File: src/rtl/loader_pkg.sv
// Shared types and constants for the program loader.
package loader_pkg;

  localparam int unsigned WORD_W             = 32;
  localparam int unsigned DEFAULT_IMEM_DEPTH = 256;
  localparam int unsigned DEFAULT_ADDR_W     = 8;

  // An all-zero word ends the program image.
  localparam logic [WORD_W-1:0] TERMINATOR = 32'h0000_0000;

  typedef enum logic [2:0] {
    ST_LOAD,
    ST_FLUSH,
    ST_RUN,
    ST_DONE,
    ST_ERROR
  } loader_state_e;

endpackage

File: src/rtl/sat_counter.sv
// Saturating up-counter with synchronous clear.
//   clk, reset (async, active-low) ; enable : count this cycle
//   clear : reload INIT (wins over enable) ; count : current value
module sat_counter #(
  parameter int unsigned       WIDTH = 32,
  parameter logic [WIDTH-1:0]  INIT  = '0
) (
  input  logic             clk,
  input  logic             reset,
  input  logic             enable,
  input  logic             clear,
  output logic [WIDTH-1:0] count
);

  localparam logic [WIDTH-1:0] MAX_VAL = '1;

  // Counter register; holds at all-ones once reached.
  always_ff @(posedge clk or negedge reset) begin
    if (!reset) begin
      count <= INIT;
    end else if (clear) begin
      count <= INIT;
    end else if (enable && (count != MAX_VAL)) begin
      count <= count + WIDTH'(1);
    end
  end

endmodule

File: src/rtl/program_loader.sv
// Streams a program into instruction memory, holds the CPU in reset while
// loading, then releases it and counts run cycles until end_program.
//   clk, reset (async, active-low)
//   in_valid/in_data/in_ready : program word stream (0 = terminator)
//   imem_we/imem_addr/imem_wdata : instruction-memory write port
//   cpu_reset : active-high CPU hold ; end_program : CPU completion
//   load_done, run_done, overflow_err : status ; cycle_count : run cycles
// CYCLE_COUNT_INIT sets the counter's reset/clear value (0 in normal use).
module program_loader
  import loader_pkg::*;
#(
  parameter int unsigned IMEM_DEPTH       = DEFAULT_IMEM_DEPTH,
  parameter int unsigned ADDR_W           = DEFAULT_ADDR_W,
  parameter logic [31:0] CYCLE_COUNT_INIT = 32'h0000_0000
) (
  input  logic              clk,
  input  logic              reset,
  input  logic              in_valid,
  input  logic [31:0]       in_data,
  output logic              in_ready,
  output logic              imem_we,
  output logic [ADDR_W-1:0] imem_addr,
  output logic [31:0]       imem_wdata,
  output logic              cpu_reset,
  input  logic              end_program,
  output logic              load_done,
  output logic              run_done,
  output logic              overflow_err,
  output logic [31:0]       cycle_count
);

  localparam logic [ADDR_W-1:0] LAST_ADDR = ADDR_W'(IMEM_DEPTH - 1);

  loader_state_e     state_q;
  loader_state_e     state_d;
  logic [ADDR_W-1:0] ptr_q;
  logic              hs_c;
  logic              ready_d;
  logic              cpu_reset_d;
  logic              load_done_d;
  logic              run_done_d;
  logic              overflow_d;
  logic              cnt_en_c;
  logic              cnt_clr_c;

  assign hs_c = in_valid & in_ready;

  // State and status registers; status is decoded from the next state so
  // every output changes on the same edge as the state itself.
  always_ff @(posedge clk or negedge reset) begin
    if (!reset) begin
      state_q      <= ST_LOAD;
      in_ready     <= 1'b0;
      cpu_reset    <= 1'b1;
      load_done    <= 1'b0;
      run_done     <= 1'b0;
      overflow_err <= 1'b0;
    end else begin
      state_q      <= state_d;
      in_ready     <= ready_d;
      cpu_reset    <= cpu_reset_d;
      load_done    <= load_done_d;
      run_done     <= run_done_d;
      overflow_err <= overflow_d;
    end
  end

  // Next-state logic.
  always_comb begin
    state_d = state_q;
    case (state_q)
      ST_LOAD: begin
        if (hs_c) begin
          if (in_data == TERMINATOR) begin
            state_d = ST_FLUSH;
          end else if (ptr_q == LAST_ADDR) begin
            state_d = ST_ERROR;
          end
        end
      end
      ST_FLUSH: state_d = ST_RUN;
      ST_RUN: begin
        if (end_program) begin
          state_d = ST_DONE;
        end
      end
      default: state_d = state_q;
    endcase
  end

  // Output decode of the next state.
  always_comb begin
    ready_d     = 1'b0;
    cpu_reset_d = 1'b1;
    load_done_d = 1'b0;
    run_done_d  = 1'b0;
    overflow_d  = 1'b0;
    case (state_d)
      ST_LOAD:  ready_d = 1'b1;
      ST_RUN: begin
        cpu_reset_d = 1'b0;
        load_done_d = 1'b1;
      end
      ST_DONE: begin
        cpu_reset_d = 1'b0;
        load_done_d = 1'b1;
        run_done_d  = 1'b1;
      end
      ST_ERROR: overflow_d = 1'b1;
      default: ;
    endcase
  end

  // Write port: one-cycle registered copy of each accepted word.
  always_ff @(posedge clk or negedge reset) begin
    if (!reset) begin
      ptr_q      <= '0;
      imem_we    <= 1'b0;
      imem_addr  <= '0;
      imem_wdata <= '0;
    end else begin
      imem_we <= hs_c;
      if (hs_c) begin
        imem_addr  <= ptr_q;
        imem_wdata <= in_data;
        ptr_q      <= ptr_q + ADDR_W'(1);
      end
    end
  end

  // The cycle of end_program is not counted; LOAD re-arms the counter.
  assign cnt_en_c  = (state_q == ST_RUN) & ~end_program;
  assign cnt_clr_c = (state_q == ST_LOAD);

  sat_counter #(
    .WIDTH (32),
    .INIT  (CYCLE_COUNT_INIT)
  ) u_cycle_counter (
    .clk    (clk),
    .reset  (reset),
    .enable (cnt_en_c),
    .clear  (cnt_clr_c),
    .count  (cycle_count)
  );

endmodule

File: config.mk
export PLATFORM = sky130hd
export DESIGN_NAME = program_loader
export DESIGN_NICKNAME = d
export VERILOG_FILES = /design/src/rtl/loader_pkg.sv /design/src/rtl/sat_counter.sv /design/src/rtl/program_loader.sv
export SDC_FILE = /design/constraint.sdc
export NUM_CORES = 1
export LEC_CHECK = 0
export BUFFER_PORTS_ARGS = -buffer_cell sky130_fd_sc_hd__buf_4
export CORE_MARGIN = 3
export CORE_UTILIZATION = 55
export DETAILED_ROUTE_END_ITERATION = 16
export MAX_ROUTING_LAYER = met4
export PLACE_DENSITY = 0.85
export SYNTH_ARGS = -nofsm -noshare
export SYNTH_HDL_FRONTEND = slang
export SYNTH_HIERARCHICAL = 1
export SYNTH_SLANG_ARGS = --single-unit
File: constraint.sdc
create_clock -name clk -period 6.86 [get_ports clk]
set_input_delay 0.686 -clock clk [delete_from_list [all_inputs] [get_ports clk]]
set_output_delay 0.686 -clock clk [all_outputs]
set_load 0.03 [all_outputs]
==> run summary, run 1 <==
In this run the worst setup path begins at state_q[2]. The clock skew is 0.01150 ns. The worst-skew pair later-pin latency came out at 0.35 ns. The die outline width came out at between 90 and 100 um. The number of distinct library cells after synthesis is between 40 and 50.

The chip height is 92.17 um. The count of nets left with antenna violations once routing finished came out at 0. The number of setup buffers added after CTS is 0. In the post-route analysis, the smallest setup slack over all paths is 4.172 ns. The number of I/O port buffers is 113. In the finished design, the share of the clock period the worst path needs comes to between 30% and 40%. Buffers inserted during clock tree synthesis total 9.

The worst ir drop on vdd is approximately 0.15 mV. The static leakage power came out at around 2.6 nW. The run finished with clean final reports.

After synthesis the cells add up to 0.004084 mm^2. In the routed design, unresolved DRC markers number 0. Before CTS, the worst setup slack after placement is 4.065 ns. The clock transition at the registers of the reported paths is 0.09 ns. The required time at the worst-slack endpoint came out at 7.09 ns. In the global route stage, overall resource usage came out at 24.35%. After the last flow step, the layout net total stands at 506. The total of endpoints with negative setup slack in the final report came out at 0.

The total die area is around 0.0085 mm^2. The total number of H-tree levels is 3. Global routing finished with a remaining overflow of 0.

The synthesized design spends more area on one cell type than any other, namely dfrtp_1. The hold path startpoint is ptr_q[7]. The wire length per cell after detailed routing is about 17 um. Max-cap violations in this run came to 0. The max-slew violation count was 0. Timing would allow up to about 0.37 GHz. The iteration-0 DRC count of the detailed router came out at approximately 180.

The gate count of the mapped netlist came out at 353. The diode insertion count for antenna repair came out at 0. The path class of the tightest hold or removal check is reg -> reg. Setup repair after global routing left no endpoint under its margin. By startpoint and endpoint, the worst setup path is classified as reg -> reg.

The via count of the first global-routing pass was 3226. The largest driver fanout on the critical path came out at 19. The synthesized area per cell came out at 11.57 um^2. The startpoint identified for the worst register-to-register timing path is state_q[2].

CTS placed an instance of clkbuf_8 at the clock tree root. TritonCTS built the clock tree. The Yosys warning count is 6. The number of buffers on the longest clock path is 2. The final design utilization is 74.80%.

The half-perimeter wire length after placement is 7135 um. STA classifies the critical path startpoint as a flop. For this design, the CTS-stage hold fixing added 0 buffers. The post-synth net total came out at 391.

The synthesis-to-layout area growth is 27.88%. The weighted congestion at the end of routability-driven global placement is 0.8278. The number of endpoints with negative hold slack in the final report is 0. The core area came out at 0.006982 mm^2. The number of sinks driven by the clock tree came out at 89. The overall routed net length came out at 9717 um.

The share of the Yosys chip area taken by registers is roughly 55%. Data arrives at the worst endpoint at slightly below 3 ns. For this run, the leading register cell type out of synthesis is dfrtp_1. The initial standard-cell utilization of the core is 58.49%. The async set-or-reset flop fraction in the synthesized netlist came out at 100.0%. The clock period could shrink to 2.688 ns. The first-pass iteration count of the detailed router is 4. The endpoint kind of the worst setup timing path is a flop. The first global-routing pass estimated 15860 um of wire.

The maximum number of pins on one net before global-route repair is 90. The number of primary I/O pins came out at ~110. The worst-case headroom to the max-slew limit is 27.57%. The slew of the pin with the lowest slew margin is 1.086 ns. Sorting the synthesized cells by area gives the leading types as dfrtp_1 (54%), mux2_2 (12%), xnor2_1 (3.0%). Setup total negative slack on the finished layout was measured at 0 ns.

The initialized floorplan defines 30 standard-cell rows. The share of cells above drive strength 1 came out at about two fifths. The number of synthesized register bits came out at 89. For this design the ratio of total power to cell area is about 190 mW/mm^2. The initial antenna violation count was 0. The number of enable-type register cells in the synthesized netlist came out at 0. The area share of the largest cell type after synthesis is 53.92%. The number of vias per cell after detailed routing is 5.627. The via total after detailed routing is 3202. Post-CTS repair changed the size of 0 cells.
-- flip-flops by register name, summed over array words and instances (netlist names) --
| name | cells |
|---|---|
| imem_wdata | 32 |
| u_cycle_counter/count | 32 |
| imem_addr | 8 |
| ptr_q | 8 |
| state_q | 3 |
| cpu_reset | 1 |
| imem_we | 1 |
| in_ready | 1 |
| load_done | 1 |
| overflow_err | 1 |
| run_done | 1 |
-- placed cells by master (no fill, tap or decap), types with 6 or more instances in the layout --
cell      instances
a211oi_1          6
a21oi_1          11
and3_1            9
buf_4           115
clkbuf_8         10
dfrtp_1          88
inv_1            11
mux2_2           45
nand2_1          21
nand3_1          15
nand4_1           8
nor2_1           30
nor2b_1           6
nor3_1            7
nor4_1           12
xnor2_1          14
xor2_1            6
-- cells by family after synthesis --
group                      after synthesis  share of synthesized area [%]
xor gates and xnor gates                20                          4.289
adders and majority gates                2                         0.6126
AOI/OAI and AO/OA                       37                          6.311
and+or+nand+nor                        135                          18.93
muxes                                   47                          13.02
buffers and inverters                   23                          2.267
DFF                                     89                          54.57
-- worst max-delay path: stages, from the launching register on --
cell and delay (ns):
dfrtp_1 0.41, inv_1 0.14, nand2_1 0.11, nor3_1 0.36
and3_1 0.30, nand4_1 0.12, a21o_1 0.37, nor4_1 0.38
mux2_2 0.38
-- power by group --
group          total [W]  switching, W  internal (W)
Clock           0.000367      0.000185      0.000181
Combinational  0.0000777     0.0000447     0.0000330
Sequential      0.000540    0.00000601      0.000534
-- per-layer routing --
metal,global-route usage (%),vias to the layer above,wire length (um)
met2,39.60,133,4918
met3,4.594,21,642
li1,-,1495,-
met4,9.901,0,215
met1,30.16,1553,3941
met5,-,-,0
-- cell usage after synthesis, drive strengths merged, types with 7 or more instances --
master,n
inv,12
dfrtp,88
xnor2,14
nand3,17
mux2,46
nor4,16
and3,10
nand4,9
buf,7
nor3,7
a21oi,11
nor2,30
nand2,21
-- final cells by class --
cell class,instances,area [um^2]
clock buffers,11,141.4
inverters,12,45.04
repair buffers,115,863.3
clock inverters,5,61.31
flip-flops and latches,89,2228
fillers,497,1759
multi-input cells,241,1763
well taps,96,120.1
-- metrics by stage --
stage / cell area [um^2] / std cells / hold slack (ns) / power (W)
after global routing: 5223 / 569 / 0.5226 / 0.001024
final: 5223 / 569 / 0.5001 / 0.0009848
after global placement: 5020 / 553 / 0.4679 / 0.0006263
after floorplan: 4084 / 353 / 0.3904 / 0.0005801
after CTS: 5223 / 569 / 0.4967 / 0.0009945
after detailed placement: 5020 / 553 / 0.4697 / 0.0006296
-- path summary, 6_finish.rpt --
check,end,slack [ns],cells after the start
setup / recovery,u_cycle_counter/count[29],4.17,8
min in group asynchronous,imem_wdata[11],0.53,1
hold reg to reg,ptr_q[7],0.50,1
setup reg to reg,u_cycle_counter/count[29],4.17,8
hold / removal,ptr_q[7],0.50,1
max in group asynchronous,u_cycle_counter/count[29],5.63,1
Note: power is estimated with default switching activity, not from simulation.
==> run 2: changes to the inputs <==
- ABC_AREA: not set -> 1
- CORE_UTILIZATION: 55 -> 54
- PLACE_DENSITY: 0.85 -> 0.83
- clock period: 6.86 -> 2.6 ns (I/O delays scaled with it)
==> run summary, run 2 <==
The flow ran to the end, and the final reports show no timing, DRC or antenna violations. Measured along the y axis, the die boundary spans around 100 um. The synthesis-to-layout area growth came out at 24.92%. The static leakage power came out at 2.983 nW.

The root cell of the clock tree is clkbuf_8. The wire length per cell after detailed routing came out at 13.83 um. The die outline width is 98.24 um. The post-synth net total came out at 642.

Among all flip-flop cells after synthesis, the most frequent one is dfrtp_1. The first global-routing pass estimated 19020 um of wire. The worst setup path is launched from a flop. The iteration-0 DRC count of the detailed router is between 200 and 300. The weighted congestion at the end of routability-driven global placement came out at about 0.9. Based on the critical path, the design can be clocked at up to 0.4164 GHz. The total of cells resized after clock tree synthesis is 0. The via total after detailed routing is around 4400.

Among all cell types in the netlist, the one instantiated most often is nand2_1. The first-pass iteration count of the detailed router is 5. The number of sinks driven by the clock tree came out at 89. The worst-skew pair later-pin latency came out at 0.37 ns. The endpoint kind of the worst setup timing path is a flop. Traced cell by cell, the critical path runs through ha_1, nand2_2, nor2_4, nand2_4, nor2_8, a21oi_1, nand3_1, o21ai_1. The diode insertion count for antenna repair is 0. The top cell types in the final layout, fill and taps aside, are nand2_1 (235), buf_4 (117), dfrtp_1 (88). The number of cells in the finished layout apart from fillers is 827.

Pin placement for this block handled 114 I/O pins. The total of endpoints with negative setup slack in the final report is 0. The initial antenna violation count came out at 0. The region available for standard cell placement spans 0.008258 mm^2. The max-capacitance violation count came out at 0.

After synthesis, the cell types taking the most area are dfrtp_1 (48%), nand2_1 (19%), nor2_1 (6.1%). In the final design database the tool counted 755 nets. The number of clock buffers added by TritonCTS is 9. The half-perimeter wire length after placement came out at 8226 um.

The standard cell area after detailed placement came out at 0.005524 mm^2. The combined flip-flop and latch cell area came out at ~0.0022 mm^2. The max-slew violation count is 0.

The number of buffers on the longest clock path came out at 2. The class of the worst hold path is in -> reg. Summing all multi-input logic gate instances after layout gives 0.002059 mm^2. The placement row count is 33. Ranked by instance count, the synthesized netlist is headed by nand2_1 (235), dfrtp_1 (88), nor2_1 (75).

The maximum number of pins on one net before global-route repair came out at 60. The async set-or-reset flop fraction in the synthesized netlist is 100.0%. Clock skew on the completed layout was measured at 0.01332 ns. The worst path in the final design needs a cycle of roughly 2.4 ns, including I/O delays and setup. dfrtp_1 takes more of the synthesized area than any other cell. The CTS tree is built. The overall routed net length is 11440 um. The worst-case headroom to the max-slew limit is 13.97%. The Yosys warning count came out at 6. The required time at the worst-slack endpoint is 2.89 ns. For this run, the slowest stage of the critical path takes 1.00 ns. The tightest hold path in the finished design has a slack of slightly above 0.09 ns. The number of I/O port buffers came out at 113. The slew of the pin with the lowest slew margin is 1.290 ns. A synthesized cell averages between 7 and 8 um^2. The library cell used most frequently in the layout, excluding fill and tap cells, is nand2_1. The arrival time of data at the critical path endpoint came out at 2.69 ns.

The slowest stage of the critical path is the a21oi_1 cell. In this run the biggest area consumer among cell types represents between 40% and 50% of the synthesized area. The number of endpoints with negative hold slack in the final report is 0. The power density relative to cell area is slightly above 900 mW/mm^2.

The number of enable-type register cells in the synthesized netlist came out at 0. The largest registers in the layout are imem_wdata (32), u_cycle_counter/count (32). The via count of the first global-routing pass is between 4000 and 5000. After clock tree synthesis, the clock-pin slew on the worst setup and hold paths is 0.11 ns. Setup repair after global routing left no endpoint under its margin. The share of cells above drive strength 1 is between 20% and 30%. The total die area is roughly 0.0097 mm^2. The number of fill cells came out at 666. The number of distinct library cells after synthesis came out at 34.

The final clock period utilization by the worst path came out at 92.37%. The cell count after placement came out at 810. The remaining antenna violation count is 0. The fraction of the yosys area taken by sequential cells came out at 48.50%. The number of synthesized register bits is 89. Summing every instance area after synthesis gives 0.004594 mm^2.

The total track usage is 24.72%. The DRC violation count after routing came out at 0. The gate count of the mapped netlist came out at 604. The number of vias per cell after detailed routing came out at 5.270. The overall overflow remaining after global route came out at 0. The initial standard-cell utilization of the core is 55.64%. The critical path class is reg -> reg.

The largest driver fanout on the critical path is 14. The worst ir drop on vdd is 0.4493 mV. The total number of H-tree levels came out at 3. The final design area excluding fillers is 0.005739 mm^2. The setup total negative slack came out at 0 ns.
## run 2: cell count changes in the layout (fill, tap and decap cells not counted), sizes merged, moves of 5 or more
cell,change
xnor2,-8
o21ai,+26
nor4,-15
or3,-6
and3,-10
nand3,+25
nor2b,-6
a21oi,-5
inv,+46
a211oi,-6
nand2,+224
nor2,+54
nor3,-5
mux2,-46
## run 2: layer usage
metal	share of wire, %	global-route usage (%)	up-vias
met2	48	38.06	191
met4	1.9	8.824	0
met1	43	33.47	2047
met3	7.7	4.000	22
met5	0	-	-
li1	-	-	2098
## run 2: critical path: cells and delay by family, from the launching register on
kind / cells / cell delay [ns]
AO/OA/AOI/OAI: 2 / 1.15
adder cells (fa/ha/maj): 1 / 0.25
flip-flops: 1 / 0.43
AND/OR/NAND/NOR: 5 / 0.48
## run 2: stage by stage
step | setup slack, ns | power (W) | util, %
after floorplan | 0.6350 | 0.003523 | -
after global placement | 0.3853 | 0.004251 | 66.89
after detailed placement | 0.2888 | 0.004312 | 66.89
after CTS | 0.2665 | 0.005275 | 69.50
after global routing | 0.03385 | 0.005562 | 69.50
final | 0.1984 | 0.005243 | 69.50
## run 2: final cells by class
type | instances | area share [%]
Multi-Input combinational cell | 443 | 35.88
Timing Repair Buffer | 119 | 15.83
Clock inverter | 7 | 1.417
Clock buffer | 9 | 2.158
Sequential cell | 89 | 38.83
Tap cell | 105 | 2.289
Inverter | 55 | 3.597
## run 2: kinds of logic after synthesis
logic type	count (synthesis)	synth area share (%)
adders and majority gates	2	0.5446
AOI/OAI and AO/OA	38	4.439
and+or+nand+nor	387	36.79
buffers and inverters	72	6.672
xor gates and xnor gates	16	3.050
DFF	89	48.50
## run 2: path summary, 6_finish.rpt
kind	startpoint	endpoint	slack, ns	cells after the start
setup / recovery	u_cycle_counter/count[0]	u_cycle_counter/count[0]	0.20	8
hold / removal	in_data[22]	imem_wdata[22]	0.09	3
setup reg to reg	u_cycle_counter/count[0]	u_cycle_counter/count[0]	0.20	8
min in group asynchronous	reset	u_cycle_counter/count[22]	0.41	2
hold reg to reg	state_q[1]	state_q[1]	0.48	2
max in group asynchronous	reset	cpu_reset	1.49	3
## run 2: timing repair
| action | 4_1_cts | 5_1_grt |
|---|---|---|
| hold endpoints to repair | 37 | 0 |
| hold buffers | 1 | 0 |
| setup buffers | 0 | 0 |
## run 2: where the power goes
group / switching [W] / internal [W]
logic: 0.00154 / 0.000718
registers: 0.000253 / 0.00177
clock network: 0.000569 / 0.000387
total: 0.00236 / 0.00288
